[config.mk]
export PLATFORM = sky130hd
export DESIGN_NAME = zigzag_encoder
export DESIGN_NICKNAME = d
export VERILOG_FILES = /design/src/rtl/zigzag_encoder.sv
export SDC_FILE = /design/constraint.sdc
export NUM_CORES = 2
export LEC_CHECK = 0
export ABC_AREA = 1
export CAP_MARGIN = 20
export CORE_MARGIN = 2
export CORE_UTILIZATION = 55
export CTS_BUF_LIST = sky130_fd_sc_hd__clkbuf_16
export CTS_CLUSTER_DIAMETER = 200
export CTS_CLUSTER_SIZE = 40
export DETAILED_ROUTE_END_ITERATION = 8
export PLACE_DENSITY = 0.74
export SYNTH_ARGS = -nofsm -noshare
export SYNTH_HDL_FRONTEND = slang
export SYNTH_SLANG_ARGS = --single-unit
[constraint.sdc]
create_clock -name clk_in -period 9.1 [get_ports clk_in]
set_clock_uncertainty 0.05 [all_clocks]
set_input_delay 1.82 -clock clk_in [delete_from_list [all_inputs] [get_ports clk_in]]
set_output_delay 1.82 -clock clk_in [all_outputs]
set_load 0.05 [all_outputs]
[src/rtl/zigzag_encoder.sv]
// Zigzag run-length encoder: collects 8x8 coefficient blocks column by column into a
// ping-pong buffer pair and emits (run, value) pairs in JPEG zigzag scan order.

// One lane of both block buffers: column k of the lane lives at mem_q[buf][k].
module zigzag_encoder_lane #(
    parameter int VEC_W = 12
) (
    input  logic             clk_i,
    input  logic             wr_en_i,
    input  logic             wr_buf_i,
    input  logic [2:0]       wr_col_i,
    input  logic [VEC_W-1:0] wr_data_i,
    input  logic             rd_buf_i,
    input  logic [2:0]       rd_col_i,
    output logic [VEC_W-1:0] rd_data_o
);
    logic [VEC_W-1:0] mem_q [2][8];

    always_ff @(posedge clk_i) begin
        if (wr_en_i) begin
            mem_q[wr_buf_i][wr_col_i] <= wr_data_i;
        end
    end

    assign rd_data_o = mem_q[rd_buf_i][rd_col_i];
endmodule

module zigzag_encoder #(
    parameter int VEC_W = 12
) (
    input  logic               clk_in,
    input  logic               rst_in,
    input  logic [8*VEC_W-1:0] column_in,
    input  logic               valid_in,
    output logic               ready_out,
    output logic [VEC_W-1:0]   value_out,
    output logic [5:0]         run_out,
    output logic               valid_out,
    output logic               last_out
);
    localparam int NUM_LANES = 8;
    localparam int STAGES    = 3;

    localparam logic [5:0] ZZ_TBL [64] = '{
        6'd0,  6'd1,  6'd8,  6'd16, 6'd9,  6'd2,  6'd3,  6'd10,
        6'd17, 6'd24, 6'd32, 6'd25, 6'd18, 6'd11, 6'd4,  6'd5,
        6'd12, 6'd19, 6'd26, 6'd33, 6'd40, 6'd48, 6'd41, 6'd34,
        6'd27, 6'd20, 6'd13, 6'd6,  6'd7,  6'd14, 6'd21, 6'd28,
        6'd35, 6'd42, 6'd49, 6'd56, 6'd57, 6'd50, 6'd43, 6'd36,
        6'd29, 6'd22, 6'd15, 6'd23, 6'd30, 6'd37, 6'd44, 6'd51,
        6'd58, 6'd59, 6'd52, 6'd45, 6'd38, 6'd31, 6'd39, 6'd46,
        6'd53, 6'd60, 6'd61, 6'd54, 6'd47, 6'd55, 6'd62, 6'd63
    };

    typedef enum logic {S_IDLE, S_SCAN} scan_state_e;

    logic [NUM_LANES-1:0][VEC_W-1:0] col_lanes;
    logic [NUM_LANES-1:0][VEC_W-1:0] lane_rd;

    // Fill side
    logic       fill_sel_q, fill_sel_d;
    logic [2:0] col_cnt_q, col_cnt_d;
    logic [1:0] full_q, full_d;
    logic       accept;

    // Scan side
    scan_state_e state_q, state_d;
    logic        scan_sel_q, scan_sel_d;
    logic [5:0]  scan_idx_q, scan_idx_d;
    logic        scan_end;
    logic [5:0]  rd_raster;
    logic [VEC_W-1:0] coef_rd;

    // Pipeline
    logic [STAGES:1]  vld_pipe_q;
    logic [VEC_W-1:0] p1_coef_q;
    logic [5:0]       p1_idx_q;
    logic [5:0]       zrun_q, zrun_d;
    logic [5:0]       zeros;
    logic             p1_nz, p1_term;
    logic             emit2_q, last2_q, emit3_q, last3_q;
    logic [5:0]       run2_q, run3_q;
    logic [VEC_W-1:0] val2_q, val3_q;

    assign col_lanes = column_in;
    assign ready_out = ~&full_q;
    assign accept    = valid_in && ready_out;
    assign scan_end  = (state_q == S_SCAN) && (scan_idx_q == 6'd63);
    assign rd_raster = ZZ_TBL[scan_idx_q];

    for (genvar j = 0; j < NUM_LANES; j++) begin : g_lane
        zigzag_encoder_lane #(.VEC_W(VEC_W)) u_lane (
            .clk_i     (clk_in),
            .wr_en_i   (accept),
            .wr_buf_i  (fill_sel_q),
            .wr_col_i  (col_cnt_q),
            .wr_data_i (col_lanes[j]),
            .rd_buf_i  (scan_sel_q),
            .rd_col_i  (rd_raster[5:3]),
            .rd_data_o (lane_rd[j])
        );
    end

    assign coef_rd = lane_rd[rd_raster[2:0]];

    // Scan always follows fill order, so scan_sel simply toggles after every block;
    // a buffer completing on the same edge a scan ends is picked up with no gap.
    always_comb begin
        full_d     = full_q;
        fill_sel_d = fill_sel_q;
        col_cnt_d  = col_cnt_q;
        if (accept) begin
            col_cnt_d = col_cnt_q + 3'd1;
            if (col_cnt_q == 3'd7) begin
                full_d[fill_sel_q] = 1'b1;
                fill_sel_d         = ~fill_sel_q;
            end
        end
        if (scan_end) begin
            full_d[scan_sel_q] = 1'b0;
        end
    end

    always_comb begin
        scan_sel_d = scan_end ? ~scan_sel_q : scan_sel_q;
        state_d    = full_d[scan_sel_d] ? S_SCAN : S_IDLE;
        scan_idx_d = 6'd0;
        if (state_q == S_SCAN && !scan_end) begin
            scan_idx_d = scan_idx_q + 6'd1;
        end
    end

    always_ff @(posedge clk_in) begin
        if (rst_in) begin
            fill_sel_q <= 1'b0;
            col_cnt_q  <= 3'd0;
            full_q     <= 2'b00;
            state_q    <= S_IDLE;
            scan_sel_q <= 1'b0;
            scan_idx_q <= 6'd0;
        end else begin
            fill_sel_q <= fill_sel_d;
            col_cnt_q  <= col_cnt_d;
            full_q     <= full_d;
            state_q    <= state_d;
            scan_sel_q <= scan_sel_d;
            scan_idx_q <= scan_idx_d;
        end
    end

    // Run of zeros restarts at scan index 0, so back-to-back blocks need no flush.
    assign zeros   = (p1_idx_q == 6'd0) ? 6'd0 : zrun_q;
    assign p1_nz   = (p1_coef_q != '0);
    assign p1_term = (p1_idx_q == 6'd63);

    always_comb begin
        zrun_d = zrun_q;
        if (vld_pipe_q[1]) begin
            zrun_d = p1_nz ? 6'd0 : zeros + 6'd1;
        end
    end

    always_ff @(posedge clk_in) begin
        if (rst_in) begin
            vld_pipe_q <= '0;
            zrun_q     <= 6'd0;
        end else begin
            vld_pipe_q <= {vld_pipe_q[STAGES-1:1], (state_q == S_SCAN)};
            zrun_q     <= zrun_d;
        end
    end

    always_ff @(posedge clk_in) begin
        p1_coef_q <= coef_rd;
        p1_idx_q  <= scan_idx_q;
        emit2_q   <= p1_nz || p1_term;
        last2_q   <= p1_term;
        run2_q    <= zeros;
        val2_q    <= p1_coef_q;
        emit3_q   <= emit2_q;
        last3_q   <= last2_q;
        run3_q    <= run2_q;
        val3_q    <= val2_q;
    end

    assign valid_out = vld_pipe_q[STAGES] && emit3_q;
    assign run_out   = valid_out ? run3_q : 6'd0;
    assign value_out = valid_out ? val3_q : '0;
    assign last_out  = valid_out && last3_q;

    a_fill_free: assert property (@(posedge clk_in) disable iff (rst_in)
        accept |-> !full_q[fill_sel_q]);
    a_scan_owned: assert property (@(posedge clk_in) disable iff (rst_in)
        (state_q == S_SCAN) |-> full_q[scan_sel_q]);
endmodule

Word-level counts from Yosys, hierarchy flattened
Memory sizes are Yosys's and may differ from the RTL's. A register that Yosys moved wholly into a read port is not among the register bits.
Cells that the tools add are included.
{ "op_classes": {"addsub": 3, "mul": 0, "div": 0, "n_lt_le_gt_ge": 10, "n_eq_ne": 3, "shift": 0, "n_mux": 55, "bitwise_logic": 9, "n_reduce_logical": 16} }
{ "op_table": {"columns": ["operator", "n"], "rows": [
  ["binary-select mux 12 bit (select 3 bit)", 9],
  ["two-way mux 12 bit", 19],
  ["two-way mux 96 bit", 1],
  ["demux 12 bit (select 3 bit)", 1],
  ["two-way mux 6 bit", 5],
  ["two-way mux 1 bit", 15],
  ["adder 6 x 1 -> 6 bit (second input constant)", 2],
  ["== test 6 bit (second input constant)", 2],
  ["nonzero test 12 bit", 1],
  ["greater-or-equal comparator 4 bit (second input constant)", 2],
  ["logical AND 1 bit", 8],
  ["NOT 3 -> 4 bit", 2],
  ["greater-or-equal comparator 7 bit (second input constant)", 1],
  ["NOT 6 -> 7 bit", 1],
  ["logical NOT 6 bit", 1],
  ["less-than comparator 1 x 2 -> 1 bit (second input constant)", 3],
  ["two-way mux 2 bit", 3],
  ["less-than comparator 3 x 4 -> 1 bit (second input constant)", 1],
  ["less-than comparator 4 x 1 -> 1 bit (second input constant)", 1],
  ["AND reduction 2 bit", 2],
  ["adder 3 x 1 -> 3 bit (second input constant)", 1],
  ["== test 3 bit (second input constant)", 1],
  ["NOT 1 bit", 3],
  ["bitwise AND 2 bit", 1],
  ["7 further kinds", 10]
]} }
{ "totals": {"register_bits": 81, "latchBits": 0, "ramBits": 1536, "mem_bits_ro": 384, "inputBits": 99, "out_inout_bits": 21, "word_cells": 123, "memories": 9} }
{ "memory_table": {"columns": ["name", "words", "word_bits", "read_ports", "rd_clocked_by_memory_dff", "wr", "line", "rtl"], "rows": [
  ["(name not given)", 64, 6, 1, 0, 0, "89", "assign rd_raster = ZZ_TBL[scan_idx_q];"],
  ["g_lane[0].u_lane.mem_q", 2, 96, 1, 1, 1, "17", "logic [VEC_W-1:0] mem_q [2][8];"],
  ["g_lane[1].u_lane.mem_q", 2, 96, 1, 1, 1, "17", null],
  ["g_lane[2].u_lane.mem_q", 2, 96, 1, 1, 1, "17", null],
  ["g_lane[3].u_lane.mem_q", 2, 96, 1, 1, 1, "17", null],
  ["g_lane[4].u_lane.mem_q", 2, 96, 1, 1, 1, "17", null],
  ["3 more memories", null, null, null, null, null, null, null]
]} }

Logic depth before layout (Yosys ltp)
{ "logic_depth": {"word_depth": 12, "mapped_depth": 20, "depth_no_buf": 16} }

Cells and area by module
Synthesis repeated with hierarchy kept, for this count alone.
{ "unflattened": {"cells_unflattened": 7031, "hier_area_um2": 70845.4} }
{ "modules_own_cells": {"columns": ["mod", "n_inst", "cells_per_inst", "area_per_inst_um2", "seq_area_each_um2"], "rows": [
  ["zigzag_encoder_lane", 8, 806, 8345.5, 5765.5],
  ["zigzag_encoder", 1, 583, 4081.4, 1621.6]
]} }

Least setup slack after synthesis
No wires, ideal clock.
{ "synth_path": {"path_type": "input -> register", "start": "input valid_in", "end": "memory g_lane[0].u_lane.mem_q[0][0] (netlist name), enable pin", "setup_ns": 0.669, "t_arrival_ns": 8.709, "required_time_ns": 8.381, "slack_ns": -0.328, "path_stages": 4, "path_buffers": 0, "path_cell_list": "nand2_1 -> nor2_1 -> inv_1 -> nor3_1"} }
{ "synth_via": {"elab_chain_cells": 3} }
{ "synth_rtl": {"columns": ["item", "line", "rtl"], "rows": [
  ["from (decl)", "34", "input logic valid_in,"],
  ["logical AND 1 bit", "87", "assign accept = valid_in && ready_out;"],
  ["two-way mux 1 bit", "20", "if (wr_en_i) begin"],
  ["two-way mux 96 bit (not written as such)", "21", "mem_q[wr_buf_i][wr_col_i] <= wr_data_i;"],
  ["to (decl)", "17", null]
]} }
Every way passes these cells.

Worst setup path after layout
{ "layout_path": {"start": "register vld_pipe_q[3] (netlist name)", "end": "output value_out[11]"} }
{ "layout_via": {"elab_chain_cells": 2} }
{ "layout_rtl": {"columns": ["item", "line", "rtl"], "rows": [
  ["from (decl)", "75", "logic [STAGES:1] vld_pipe_q;"],
  ["from (signal assigned)", "168", "vld_pipe_q <= {vld_pipe_q[STAGES-1:1], (state_q == S_SCAN)};"],
  ["logical AND 1 bit", "186", "assign valid_out = vld_pipe_q[STAGES] && emit3_q;"],
  ["two-way mux 12 bit", "188", "assign value_out = valid_out ? val3_q : '0;"],
  ["to (decl)", "36", "output logic [VEC_W-1:0] value_out,"]
]} }
Every way passes these cells.

==> metrics.txt <==
status=complete, no violations; Die ar.=around 0.12 sq mm; CTS tree=yes; Worst EP arrival=approximately 3.4 ns; Detailed Route Iter0 Violations=5,660; die height=between 300 and 400 microns; root buffer cell=clkbuf_16; Crit path depth=3; fin crit share=0.581; actual slew at the worst max-slew pin=~1.1 ns; syn nets=roughly 4,800; GRT Total Usage=0.273; Critical Path Sink=value_out[11]; Power Density=around 170 mW/mm^2; setup bufs post-CTS=0; Yosys cell types=35; grt ovf=0; Seq cells post-synth=1,617; Worst setup SP type=flop; max_cap viols=0; most common cell after layout, fill and taps aside=edfxtp_1; reg-to-reg setup timing slack=3.89 ns; Critical Path Source=vld_pipe_q[3]; DRC=0; most frequent cells in the layout=1,536 x edfxtp_1, 1,181 x nand3_1, 696 x nand2_1, 636 x mux2i_1, 119 x clkdlybuf4s50_1; largest net degree at the start of global routing=approximately 140; Slew Limit Fails=0; CP max FO=21; Setup WS pre-CTS=around 4.0 ns; cts repair resizes=0; CTS Hold Bufs=0; Starting Density=0.554; crit path max-delay cell type=clkdlybuf4s50_1; post-route insts no fill=around 6,000; dpl cells=6,082; DRT Wirelength=between 150,000 and 200,000 microns; worst path bufs/invs=1; nets=roughly 4,700; vias in the first global route=between 30,000 and 40,000; routed via count=about 39,000; CTS Buf Count=46; yosys warns=0; clk slew on worst S/H paths=between 0.1 and 0.15 ns; Reg2Reg Depth=15; Leak=~22 nW; crit path kind=flop to output port; WL/cell=~27 microns; CP top delay family=simple AND/OR/NAND/NOR gates; num rows=between 100 and 150; RSZ-0062 raised after global routing=no; Antenna Nets Post-Route=0; endpoints failing setup=0; VDD IR max=~130 uV; clock period minus worst slack=5.29 ns; Max-Slew Margin vs Limit=0.232; drt pass-1 iters=6; Post-DP HPWL=between 80,000 and 90,000 microns; clk_lat worst skew=around 0.7 ns; max incr delay on CP=a little over 0.9 ns; Critical Path RT=7.23 ns; Synth Cell Area=~0.065 sq mm; core area=approximately 0.12 sq mm; final hold vios=0; critical path capture point type=output port; layout cells sized above 1=0.0338; WHS=0.292 ns; H-Tree Depth=2; Die W=about 350 microns; Mapped Cells=between 4,000 and 5,000; final core utilization=0.587; area grow syn2layout=5.97%; Via-to-Cell Ratio=between 6 and 7; post-synthesis sequential area ratio=0.731; worst reg2reg startpoint=scan_idx_q[2]; reg2reg end=p1_coef_q[7]; total clock sinks=1,617; Port Buffers=about 120; HP Class=flop to flop; power consumption=between 10 and 15 mW; syn avg cell area=between 10 and 15 sq um; Max Fclk=between 150 and 200 MHz; Setup WS post-layout=3.81 ns; initial antenna violation count=20; deepest clock path buffer count=3; Placer Congestion=a little over 0.8; Top Ports=120; worst path cell trace=nand2_1, nor2_1, clkdlybuf4s50_1; first-pass GRT wire length=approximately 250,000 microns
## worst reg2reg max path, delay by kind of cell (launching register included)
family	cells	cell delay [ns]
simple gates	10	2.56
fa+ha+maj	1	0.39
flops	1	0.73
buf+inv	3	1.31
compound gates	1	0.09
## cell usage after synthesis, drive strengths merged
cell type / number / area [sq um]
edfxtp: 1536 / 46100
nand3: 1182 / 5920
nand2: 701 / 2650
mux2i: 636 / 6370
buf: 209 / 1150
clkbuf: 93 / 349
dfxtp: 81 / 1620
inv: 70 / 263
nor2: 54 / 203
o21ai: 21 / 109
ha: 20 / 250
a21oi: 17 / 85.1
nor3: 15 / 75.1
nand4: 5 / 31.3
o211ai: 4 / 30.0
nor4: 3 / 18.8
xor2: 3 / 26.3
a22oi: 2 / 15.0
a31oi: 1 / 6.26
a32oi: 1 / 16.3
clkinv: 1 / 3.75
nand3b: 1 / 7.51
o21bai: 1 / 7.51
o221ai: 1 / 8.76
o22ai: 1 / 6.26
o31ai: 1 / 7.51
or2: 1 / 6.26
## layer usage
layer | track usage | vias to the layer above | part of all wire
li1 | - | 17100 | -
met1 | 0.393 | 19400 | 0.39
met2 | 0.429 | 2268 | 0.47
met3 | 0.0491 | 290 | 0.11
met4 | 0.0808 | 18 | 0.028
met5 | 0 | - | 0.00072
## area by class of cell
class                      instances  area, sq um
clock inverter                    20          101
timing repair buffer             187         1950
inverter                          71          278
clock buffer                      49         1230
sequential                      1617        47700
antenna                           11         27.5
multi-input combinational       2671        16000
fill                            8921        48700
tap                             1536         1920
## sequential cells by signal, summed over array words and instances (netlist names), 2 cells and up
signal / cells
val2_q: 12
run3_q: 6
p1_idx_q: 6
scan_idx_q: 6
g_lane.u_lane.mem_q: 1536
vld_pipe_q: 3
col_cnt_q: 3
full_q: 2
zrun_q: 6
val3_q: 12
p1_coef_q: 12
run2_q: 6
## cell families after synthesis
group / count (synthesis) / share of synthesized area
AO/OA/AOI/OAI: 50 / 0.00446
XOR/XNOR: 3 / 0.000402
adder cells (fa/ha/maj): 20 / 0.00383
buffers and inverters: 373 / 0.0270
flip-flops: 1617 / 0.731
multiplexers: 636 / 0.0974
AND/OR/NAND/NOR: 1962 / 0.136
## metrics by stage
stage               cell area, sq um  setup TNS [ns]
finish                         69200               0
global route                   69200               0
CTS                            69200               0
detailed placement             67900               0
global placement               67900               0
floorplan                      65300         -426.93
## worst min path at each step
stage | startpoint | to | cells past startpoint
3_3_place_gp | run2_q[4] | run3_q[4] | 0
6_report | val2_q[4] | val3_q[4] | 0
4_1_cts | run2_q[1] | run3_q[1] | 0
2_1_floorplan | emit2_q | emit3_q | 0
5_1_grt | run2_q[2] | run3_q[2] | 0
3_5_place_dp | run2_q[1] | run3_q[1] | 0
## report_power, final
| part | total [mW] | internal [mW] | switching (mW) |
|---|---|---|---|
| combinational | 0.363 | 0.106 | 0.258 |
| clock | 3.05 | 0.994 | 2.05 |
| sequential | 8.28 | 8.25 | 0.0300 |
| total | 11.7 | 9.34 | 2.34 |
No activity file was read; power rests on OpenSTA's default activity.
